## src/rtl/ahb_arb2_if.sv

```systemverilog
// AHB-Lite port bundle shared by the two master-facing ports and the
// slave-facing port of the arbiter. A bus master drives the "master"
// modport and an AHB-Lite slave (or the arbiter's upstream side) takes
// the "slave" modport.
interface ahb_arb2_if #(
  parameter int ADDR_W = 32
) ();
  logic              hsel;
  logic [1:0]        htrans;
  logic              hwrite;
  logic [2:0]        hsize;
  logic [ADDR_W-1:0] haddr;
  logic [31:0]       hwdata;
  logic [31:0]       hrdata;
  logic              hready;
  logic [1:0]        hresp;
  logic              hready_in;

  modport master (
    output hsel, htrans, hwrite, hsize, haddr, hwdata, hready_in,
    input  hrdata, hready, hresp
  );

  modport slave (
    input  hsel, htrans, hwrite, hsize, haddr, hwdata,
    output hrdata, hready, hresp
  );
endinterface

```

## src/rtl/ahb_arb2.sv

```systemverilog
// Two-master AHB-Lite arbiter/mux in front of one single-port slave (the
// on-chip RAM). Master 0 is instruction fetch, master 1 is load/store.
// A request that cannot be issued in its own cycle is parked in a
// one-entry buffer for that master and the master is stalled through its
// hready until the parked request is issued. The winner of a cycle is
// presented to the slave in the same cycle (no added latency).
module ahb_arb2 #(
  parameter bit RR_EN  = 1'b1,
  parameter int ADDR_W = 32
) (
  input  logic       hclk,
  input  logic       hreset_n,
  ahb_arb2_if.slave  m0,
  ahb_arb2_if.slave  m1,
  ahb_arb2_if.master s
);

  // Per-master views of the upstream ports so both masters share one
  // generate body.
  logic              sel_in     [2];
  logic [1:0]        trans_in   [2];
  logic              write_in   [2];
  logic [2:0]        size_in    [2];
  logic [ADDR_W-1:0] addr_in    [2];
  logic              hready_out [2];
  logic [1:0]        hresp_out  [2];

  assign sel_in[0]   = m0.hsel;
  assign sel_in[1]   = m1.hsel;
  assign trans_in[0] = m0.htrans;
  assign trans_in[1] = m1.htrans;
  assign write_in[0] = m0.hwrite;
  assign write_in[1] = m1.hwrite;
  assign size_in[0]  = m0.hsize;
  assign size_in[1]  = m1.hsize;
  assign addr_in[0]  = m0.haddr;
  assign addr_in[1]  = m1.haddr;

  assign m0.hready = hready_out[0];
  assign m1.hready = hready_out[1];
  assign m0.hresp  = hresp_out[0];
  assign m1.hresp  = hresp_out[1];
  // Read data is broadcast; only the data-phase owner samples it.
  assign m0.hrdata = s.hrdata;
  assign m1.hrdata = s.hrdata;

  // Arbitration and data-phase state.
  logic [1:0]        pend;
  logic [1:0]        accept;
  logic [1:0]        cand;
  logic [1:0]        own_dp;
  logic [1:0]        won;
  logic              eff_write  [2];
  logic [2:0]        eff_size   [2];
  logic [ADDR_W-1:0] eff_addr   [2];

  logic              grant;
  logic              winner;
  logic              win_write;
  logic [2:0]        win_size;
  logic [ADDR_W-1:0] win_addr;

  logic              dp_valid_reg;
  logic              dp_owner_reg;
  logic              last_grant_reg;
  logic              hold_write_reg;
  logic [2:0]        hold_size_reg;
  logic [ADDR_W-1:0] hold_addr_reg;

  for (genvar gi = 0; gi < 2; gi++) begin : g_master
    logic              pend_reg;
    logic              pend_write_reg;
    logic [2:0]        pend_size_reg;
    logic [ADDR_W-1:0] pend_addr_reg;

    assign pend[gi]   = pend_reg;
    assign own_dp[gi] = dp_valid_reg & (dp_owner_reg == 1'(gi));

    // A parked request stalls its master; otherwise the master only waits
    // on the slave while it owns the data phase.
    assign hready_out[gi] = pend_reg    ? 1'b0 :
                            own_dp[gi]  ? s.hready : 1'b1;
    assign hresp_out[gi]  = own_dp[gi]  ? s.hresp : 2'b00;

    assign accept[gi] = sel_in[gi] & trans_in[gi][1] & hready_out[gi];
    assign cand[gi]   = pend_reg | accept[gi];
    assign won[gi]    = grant & (winner == 1'(gi));

    // Parked request takes precedence over the live bus: they never
    // coexist because parking drops hready_out.
    assign eff_write[gi] = pend_reg ? pend_write_reg : write_in[gi];
    assign eff_size[gi]  = pend_reg ? pend_size_reg  : size_in[gi];
    assign eff_addr[gi]  = pend_reg ? pend_addr_reg  : addr_in[gi];

    // Park an accepted request that was not issued; release it when issued.
    always_ff @(posedge hclk or negedge hreset_n) begin
      if (!hreset_n) begin
        pend_reg       <= 1'b0;
        pend_write_reg <= 1'b0;
        pend_size_reg  <= 3'b000;
        pend_addr_reg  <= '0;
      end else if (won[gi]) begin
        pend_reg <= 1'b0;
      end else if (accept[gi]) begin
        pend_reg       <= 1'b1;
        pend_write_reg <= write_in[gi];
        pend_size_reg  <= size_in[gi];
        pend_addr_reg  <= addr_in[gi];
      end
    end
  end

  // Pick one candidate per cycle; only issue while the slave is ready.
  always_comb begin
    grant = s.hready & (cand[0] | cand[1]);
    if (cand[0] & cand[1]) begin
      winner = RR_EN ? ~last_grant_reg : 1'b0;
    end else begin
      winner = cand[1];
    end
  end

  assign win_write = eff_write[winner];
  assign win_size  = eff_size[winner];
  assign win_addr  = eff_addr[winner];

  // Slave side: zero-latency issue of the winner, otherwise IDLE with the
  // last issued control held stable.
  assign s.hsel      = grant;
  assign s.htrans    = grant ? 2'b10 : 2'b00;
  assign s.hwrite    = grant ? win_write : hold_write_reg;
  assign s.hsize     = grant ? win_size  : hold_size_reg;
  assign s.haddr     = grant ? win_addr  : hold_addr_reg;
  assign s.hwdata    = dp_owner_reg ? m1.hwdata : m0.hwdata;
  assign s.hready_in = s.hready;

  // Track the data-phase owner, the round-robin pointer and the held control.
  always_ff @(posedge hclk or negedge hreset_n) begin
    if (!hreset_n) begin
      last_grant_reg <= 1'b1;
      dp_valid_reg   <= 1'b0;
      dp_owner_reg   <= 1'b0;
      hold_write_reg <= 1'b0;
      hold_size_reg  <= 3'b000;
      hold_addr_reg  <= '0;
    end else if (grant) begin
      last_grant_reg <= winner;
      dp_valid_reg   <= 1'b1;
      dp_owner_reg   <= winner;
      hold_write_reg <= win_write;
      hold_size_reg  <= win_size;
      hold_addr_reg  <= win_addr;
    end else if (s.hready) begin
      dp_valid_reg <= 1'b0;
    end
  end

endmodule

```

## src/flat_wrapper.sv

```systemverilog
// flat-port wrapper written by rule: the top's interface ports become plain ports
module ahb_arb2_flat 
#(
  parameter bit RR_EN  = 1'b1,
  parameter int ADDR_W = 32
)
  (hclk, hreset_n, m0_hsel, m0_htrans, m0_hwrite, m0_hsize, m0_haddr, m0_hwdata, m0_hrdata, m0_hready, m0_hresp, m1_hsel, m1_htrans, m1_hwrite, m1_hsize, m1_haddr, m1_hwdata, m1_hrdata, m1_hready, m1_hresp, s_hsel, s_htrans, s_hwrite, s_hsize, s_haddr, s_hwdata, s_hready_in, s_hrdata, s_hready, s_hresp);
  ahb_arb2_if #(.ADDR_W(ADDR_W)) m0_i ();
  ahb_arb2_if #(.ADDR_W(ADDR_W)) m1_i ();
  ahb_arb2_if #(.ADDR_W(ADDR_W)) s_i ();
  input  logic hclk;
  input  logic hreset_n;
  input wire logic [$bits(m0_i.hsel)-1:0] m0_hsel;
  input wire logic [$bits(m0_i.htrans)-1:0] m0_htrans;
  input wire logic [$bits(m0_i.hwrite)-1:0] m0_hwrite;
  input wire logic [$bits(m0_i.hsize)-1:0] m0_hsize;
  input wire logic [$bits(m0_i.haddr)-1:0] m0_haddr;
  input wire logic [$bits(m0_i.hwdata)-1:0] m0_hwdata;
  output wire logic [$bits(m0_i.hrdata)-1:0] m0_hrdata;
  output wire logic [$bits(m0_i.hready)-1:0] m0_hready;
  output wire logic [$bits(m0_i.hresp)-1:0] m0_hresp;
  input wire logic [$bits(m1_i.hsel)-1:0] m1_hsel;
  input wire logic [$bits(m1_i.htrans)-1:0] m1_htrans;
  input wire logic [$bits(m1_i.hwrite)-1:0] m1_hwrite;
  input wire logic [$bits(m1_i.hsize)-1:0] m1_hsize;
  input wire logic [$bits(m1_i.haddr)-1:0] m1_haddr;
  input wire logic [$bits(m1_i.hwdata)-1:0] m1_hwdata;
  output wire logic [$bits(m1_i.hrdata)-1:0] m1_hrdata;
  output wire logic [$bits(m1_i.hready)-1:0] m1_hready;
  output wire logic [$bits(m1_i.hresp)-1:0] m1_hresp;
  output wire logic [$bits(s_i.hsel)-1:0] s_hsel;
  output wire logic [$bits(s_i.htrans)-1:0] s_htrans;
  output wire logic [$bits(s_i.hwrite)-1:0] s_hwrite;
  output wire logic [$bits(s_i.hsize)-1:0] s_hsize;
  output wire logic [$bits(s_i.haddr)-1:0] s_haddr;
  output wire logic [$bits(s_i.hwdata)-1:0] s_hwdata;
  output wire logic [$bits(s_i.hready_in)-1:0] s_hready_in;
  input wire logic [$bits(s_i.hrdata)-1:0] s_hrdata;
  input wire logic [$bits(s_i.hready)-1:0] s_hready;
  input wire logic [$bits(s_i.hresp)-1:0] s_hresp;
  assign m0_i.hsel = m0_hsel;
  assign m0_i.htrans = m0_htrans;
  assign m0_i.hwrite = m0_hwrite;
  assign m0_i.hsize = m0_hsize;
  assign m0_i.haddr = m0_haddr;
  assign m0_i.hwdata = m0_hwdata;
  assign m0_hrdata = m0_i.hrdata;
  assign m0_hready = m0_i.hready;
  assign m0_hresp = m0_i.hresp;
  assign m1_i.hsel = m1_hsel;
  assign m1_i.htrans = m1_htrans;
  assign m1_i.hwrite = m1_hwrite;
  assign m1_i.hsize = m1_hsize;
  assign m1_i.haddr = m1_haddr;
  assign m1_i.hwdata = m1_hwdata;
  assign m1_hrdata = m1_i.hrdata;
  assign m1_hready = m1_i.hready;
  assign m1_hresp = m1_i.hresp;
  assign s_hsel = s_i.hsel;
  assign s_htrans = s_i.htrans;
  assign s_hwrite = s_i.hwrite;
  assign s_hsize = s_i.hsize;
  assign s_haddr = s_i.haddr;
  assign s_hwdata = s_i.hwdata;
  assign s_hready_in = s_i.hready_in;
  assign s_i.hrdata = s_hrdata;
  assign s_i.hready = s_hready;
  assign s_i.hresp = s_hresp;
  ahb_arb2 #(.RR_EN(RR_EN), .ADDR_W(ADDR_W)) u_core (.hclk(hclk), .hreset_n(hreset_n), .m0(m0_i), .m1(m1_i), .s(s_i));
endmodule
```

## config.mk

```make
export PLATFORM = sky130hd
export DESIGN_NAME = ahb_arb2_flat
export DESIGN_NICKNAME = d
export VERILOG_FILES = /design/src/rtl/ahb_arb2_if.sv /design/src/rtl/ahb_arb2.sv /design/src/flat_wrapper.sv
export SDC_FILE = /design/constraint.sdc
export NUM_CORES = 1
export LEC_CHECK = 0
export ABC_AREA = 0
export BUFFER_PORTS_ARGS = -buffer_cell sky130_fd_sc_hd__buf_2
export CAP_MARGIN = 5
export CELL_PAD_IN_SITES_DETAIL_PLACEMENT = 1
export CELL_PAD_IN_SITES_GLOBAL_PLACEMENT = 2
export CORE_ASPECT_RATIO = 0.5
export CORE_MARGIN = 1
export CORE_UTILIZATION = 28
export CTS_CLUSTER_SIZE = 20
export DETAILED_ROUTE_END_ITERATION = 8
export PLACE_DENSITY_LB_ADDON = 0.1
export SYNTH_ARGS = -nofsm -noshare
export SYNTH_HDL_FRONTEND = slang
export SYNTH_SLANG_ARGS = --single-unit
```

## constraint.sdc

```tcl
create_clock -name hclk -period 2.3 [get_ports hclk]
set_input_delay 0.115 -clock hclk [delete_from_list [all_inputs] [get_ports hclk]]
set_output_delay 0.115 -clock hclk [all_outputs]
set_load 0.02 [all_outputs]
```

Word level (Yosys, flattened, before mapping)
Cells that the tools add are included.

Bits in writable memories: 0. ROM bits: 0. Output and inout bits: 142. Logic and storage cells: 72. Input bits: 179. Memories kept: 0. Register bits: 113. Latch bits: 0.

Div/mod/pow operators: 0. Shift-type cells: 0. Add/subtract/negate cells: 0. $mul: 0. Reductions and logical operators: 5. Bitwise logic cells: 19. Eq/ne operators: 0. Muxes and demuxes: 33. $lt $le $gt $ge: 1.

Operators with widths (number): two-way mux 32 bit (7); two-way mux 3 bit (6); two-way mux 1 bit (17); AND 1 bit (10); two-way mux 2 bit (3); nonzero test 2 bit (3); inverter 1 bit (5); AND reduction 2 bit (2); OR 1 bit (3); greater-or-equal comparator 2 bit, second input constant (1); inverter 1 -> 2 bit (1).

Depth between registers and ports, before layout
Depth after elaboration: 13. Gate-level depth with buffers: 7.

Least setup slack after synthesis
No wires, ideal clock.

Path type: flip-flop to flip-flop. From: reg u_core.g_master[1].pend_reg. To: reg u_core.hold_addr_reg[17]. Data arrival time: 1.617 ns. Path slack: 0.516 ns. Cell stages (with the launch flop): 5. Cell sequence: dfrtp_1 > buf_2 > buf_2 > mux2_2 > a221o_1.

Word-level cells in the longest chain between the ends: 10.

RTL lines: start, declared (RTL line ahb_arb2.sv:71) `logic pend_reg;`; start signal, assigned (RTL line ahb_arb2.sv:98) `pend_reg <= 1'b0;`; start signal, assigned (RTL line ahb_arb2.sv:103) `pend_reg <= 1'b0;`; start signal, assigned (RTL line ahb_arb2.sv:105) `pend_reg <= 1'b1;`; two-way mux 1 bit (RTL line ahb_arb2.sv:81) `assign hready_out[gi] = pend_reg ? 1'b0 :`; AND 1 bit (RTL line ahb_arb2.sv:85) `assign accept[gi] = sel_in[gi] & trans_in[gi][1] & hready_out[gi];`; OR 1 bit (RTL line ahb_arb2.sv:86) `assign cand[gi] = pend_reg | accept[gi];`; AND 1 bit (RTL line ahb_arb2.sv:116) `if (cand[0] & cand[1]) begin`; two-way mux 1 bit (RTL line ahb_arb2.sv:116); inverter 1 -> 2 bit (not written as such) (RTL line ahb_arb2.sv:125) `assign win_addr = eff_addr[winner];`; two-way mux 32 bit (not written as such) (3 in series) (RTL line ahb_arb2.sv:125); two-way mux 32 bit *; named net s_haddr[17] (RTL line flat_wrapper.sv:35) `output wire logic [$bits(s_i.haddr)-1:0] s_haddr;`; end signal, assigned (RTL line ahb_arb2.sv:152) `hold_addr_reg <= win_addr;`; end, declared (RTL line ahb_arb2.sv:68) `logic [ADDR_W-1:0] hold_addr_reg;`.

Mark *: on every way through the listed nets, which the timed path passes. The rest lies on a longest branch. The select of a mux whose other input is x is not followed. A chain may end at the register's enable or synchronous reset.

Worst setup path after layout
From: reg u_core.dp_valid_reg. To: out s_haddr[12].

Word-level cells in the longest chain between the ends: 12.

RTL lines: start, declared (RTL line ahb_arb2.sv:63) `logic dp_valid_reg;`; start signal, assigned (RTL line ahb_arb2.sv:141) `dp_valid_reg <= 1'b0;`; start signal, assigned (RTL line ahb_arb2.sv:148) `dp_valid_reg <= 1'b1;`; start signal, assigned (RTL line ahb_arb2.sv:154) `dp_valid_reg <= 1'b0;`; AND 1 bit (RTL line ahb_arb2.sv:77) `assign own_dp[gi] = dp_valid_reg & (dp_owner_reg == 1'(gi));`; two-way mux 1 bit (RTL line ahb_arb2.sv:82) `own_dp[gi] ? s.hready : 1'b1;`; two-way mux 1 bit (RTL line ahb_arb2.sv:81); AND 1 bit (RTL line ahb_arb2.sv:85); OR 1 bit (RTL line ahb_arb2.sv:86); AND 1 bit (RTL line ahb_arb2.sv:116); two-way mux 1 bit (RTL line ahb_arb2.sv:116); inverter 1 -> 2 bit (not written as such) (RTL line ahb_arb2.sv:125); two-way mux 32 bit (not written as such) (3 in series) (RTL line ahb_arb2.sv:125); two-way mux 32 bit * (RTL line ahb_arb2.sv:133) `assign s.haddr = grant ? win_addr : hold_addr_reg;`; end, declared (RTL line flat_wrapper.sv:35).

Mark *: on every way between the ends. The rest lies on a longest branch, timed or not. The select of a mux whose other input is x is not followed.

==> flow_summary.json <==
{
  "status": "finished, final reports clean",
  "yosysWarnings": 0,
  "core_area_um2": 21730,
  "ys_async_sr_fraction_pct": 100.0,
  "p_clk_share_pct": 29.0,
  "grt_pass1_vias": 5198,
  "ant_nets": 0,
  "arrival_ps": 2110,
  "routabilityCongestion": 0.8182,
  "multi_input_area_um2": 2720,
  "htree_levels": 4,
  "drt-vias-per-instance": 4.599,
  "yosys-top-cells-count": "mux2_2, dfrtp_1, buf_4, nor2_1",
  "grt_first_pass_wirelength_um": 31640,
  "avgSynthCellArea_um2": 12.51,
  "power.switching_w": 0.003252,
  "grtUsageTotal_pct": 18.76,
  "fill_cells": 2390,
  "drt_first_pass_iters": 4,
  "grt_overflow_total": 0,
  "vias": 4811,
  "syn-cell-area_um2": 6217,
  "r2r_end": "u_core.g_master[0].pend_addr_reg[2]$_DFFE_PN0P_",
  "wirelength_um": 20700,
  "setup_viol": 0,
  "powerDensity_nw_per_um2": 1127,
  "whs_ps": 82.19,
  "whs_path_depth": 2,
  "synth_cell_types": 32,
  "synth_most_common_cell": "mux2_2",
  "finClkSkew_ps": 8.717,
  "reg2reg_from": "u_core.g_master[1].pend_reg$_DFFE_PN0P_",
  "use_met2_pct": 30.93,
  "maxCapViolCount": 0,
  "syn_to_final_growth_pct": 39.57,
  "initial_utilization_pct": 28.61,
  "synth-seq-area-share_pct": 45.50,
  "clockBufferDepth": 2,
  "final_cell_area_um2": 8677,
  "clk-insertion-delay-late_ps": 420,
  "register_area_um2": 2833,
  "largest_reg_flops": 64,
  "max_freq_mhz": 450.3,
  "drtIter0Drc": 125,
  "fin_nets": 912,
  "dpl_cell_area_um2": 7251,
  "drv_slew": 0,
  "relSlewSlack_pct": 61.54,
  "drive_gt1_share_pct": 56.03,
  "drc": 0,
  "critPathLaunch": "u_core.dp_valid_reg$_DFFE_PN0P_",
  "top_usage_layer": "met2",
  "routedWlPerCell_um": 19.79,
  "leakagePower_nw": 3.972,
  "sw_frac_of_total_pct": 33.26,
  "fin_crit_ps": 2221,
  "crit_path_end": "s_haddr[12]",
  "crit_type": "reg -> out",
  "hpwl_um": 14690,
  "netlist.area_leader.share_pct": 45.08,
  "ys_seq_elements": 113,
  "synth_edf_count": 0,
  "critPathCaptureType": "output port",
  "cts_num_sinks": 113,
  "num_io_pins": 321,
  "tightest_slew_ps": 576.9,
  "grt_max_degree": 40,
  "reg2reg_slack_ps": 440,
  "rsz0062_at_grt": "false",
  "finalHoldViolCount": 0,
  "clk_pin_slew_ps": 60,
  "numPortBuffers": 221,
  "grtUsageMet1_pct": 23.87,
  "cp.required_ps": 2180,
  "die_area_um2": 22840,
  "yosys_most_used_dff": "dfrtp_1",
  "final_cell_count_no_fill": 1046,
  "syn_nets": 676,
  "fp.dieW_um": 212.7,
  "grtUsageMet3_pct": 5.193,
  "critPathMaxFanout": 19,
  "dieHeight_um": 107.4,
  "start_kind": "flop",
  "synth_area_leaders": "dfrtp_1, mux2_2, buf_4",
  "clockRootBuffer": "clkbuf_16",
  "vdd_drop_max_mv": 0.5733,
  "pwr-share-comb_pct": 36.8,
  "hp-class": "in -> reg",
  "diodes": 0,
  "syn_inst": 497,
  "cts_tree": "done",
  "cts_buffers": 17,
  "dp_cells": 939,
  "row_count": 38,
  "r2r.worst_path.cells": 5,
  "fin_crit_sh_pct": 96.56,
  "p_int_w": 0.006524,
  "antenna_found_initial": 1,
  "synth_top_area_cell": "dfrtp_1",
  "p_seq_share_pct": 34.1,
  "tns_ps": 0
}
==> power groups by stage <==
stage | registers [W] | clock network (W) | logic, W
global placement | 0.00331 | 0 | 0.00347
detailed placement | 0.00335 | 0 | 0.00350
finish | 0.00334 | 0.00284 | 0.00360
global route | 0.00346 | 0.00299 | 0.00391
floorplan | 0.00322 | 0 | 0.00263
CTS | 0.00332 | 0.00293 | 0.00364
==> layer usage <==
layer	vias to the layer above	part of all wire, %
li1	2196	-
met1	2430	44
met2	156	49
met3	27	6.1
met4	2	1.2
met5	-	0.082
==> placed cells by master (no fill, tap or decap), types with 3 or more instances in the layout <==
master | Yosys | layout
a221o_1 | 36 | 36
and2_1 | 3 | 3
buf_12 | 0 | 7
buf_2 | 17 | 217
buf_4 | 72 | 15
buf_6 | 6 | 4
bufinv_16 | 0 | 4
clkbuf_16 | 0 | 17
clkinvlp_4 | 0 | 4
dfrtp_1 | 112 | 109
dfrtp_2 | 0 | 3
dlygate4sd3_1 | 0 | 73
inv_1 | 3 | 3
mux2_1 | 10 | 10
mux2_2 | 130 | 129
mux2i_1 | 36 | 36
nand2_1 | 3 | 3
nor2_1 | 41 | 41
==> area by class of cell <==
type,instances,share of cell area (%)
Clock inverter,13,2.149
Inverter,4,0.1730
Tap cell,300,4.326
Sequential cell,113,32.65
Clock buffer,19,4.989
Multi-Input combinational cell,281,31.35
Timing Repair Buffer,316,24.37
==> timing repair <==
action / 4_1_cts / 5_1_grt
pin swaps: 2 / 8
endpoints found under the setup margin: 33 / 36
hold buffers: 73 / 0
buffers inserted: 2 / 0
endpoints found under the hold margin: 107 / 0
gates resized for setup: 1 / 16
==> kinds of logic after synthesis <==
kind of cell	synth area share (%)
mux	31.15
flops	45.50
buf+inv	11.63
simple gates	3.683
compound gates	7.969
other cells	0.06032
==> worst min path at each step <==
| stage | startpoint | to |
|---|---|---|
| 2_1_floorplan | hreset_n | u_core.dp_owner_reg$_DFFE_PN0N_ |
| 3_3_place_gp | hreset_n | u_core.hold_addr_reg[30]$_DFF_PN0_ |
| 3_5_place_dp | hreset_n | u_core.hold_addr_reg[28]$_DFF_PN0_ |
| 4_1_cts | s_hready | u_core.g_master[1].pend_reg$_DFFE_PN0P_ |
| 5_1_grt | s_hready | u_core.g_master[1].pend_reg$_DFFE_PN0P_ |
| 6_report | s_hready | u_core.g_master[1].pend_reg$_DFFE_PN0P_ |
==> critical path, cell delays in order (launching register included) <==
cell and delay (ps):
dfrtp_1 420, nor2b_4 150, o2bb2ai_2 130, a21o_4 260
buf_12 160, a221o_1 410, buf_6 150
==> metrics by stage <==
stage | total power [W] | worst slack [ps] | util [%]
finish | 0.009776 | 79.02 | 39.93
global placement | 0.006774 | 347.4 | 33.37
CTS | 0.009889 | 0.8051 | 39.68
floorplan | 0.005850 | 516.2 | -
detailed placement | 0.006853 | 339.3 | 33.37
global route | 0.01036 | 1.400 | 39.93
Power figures use the tool's default switching activity.
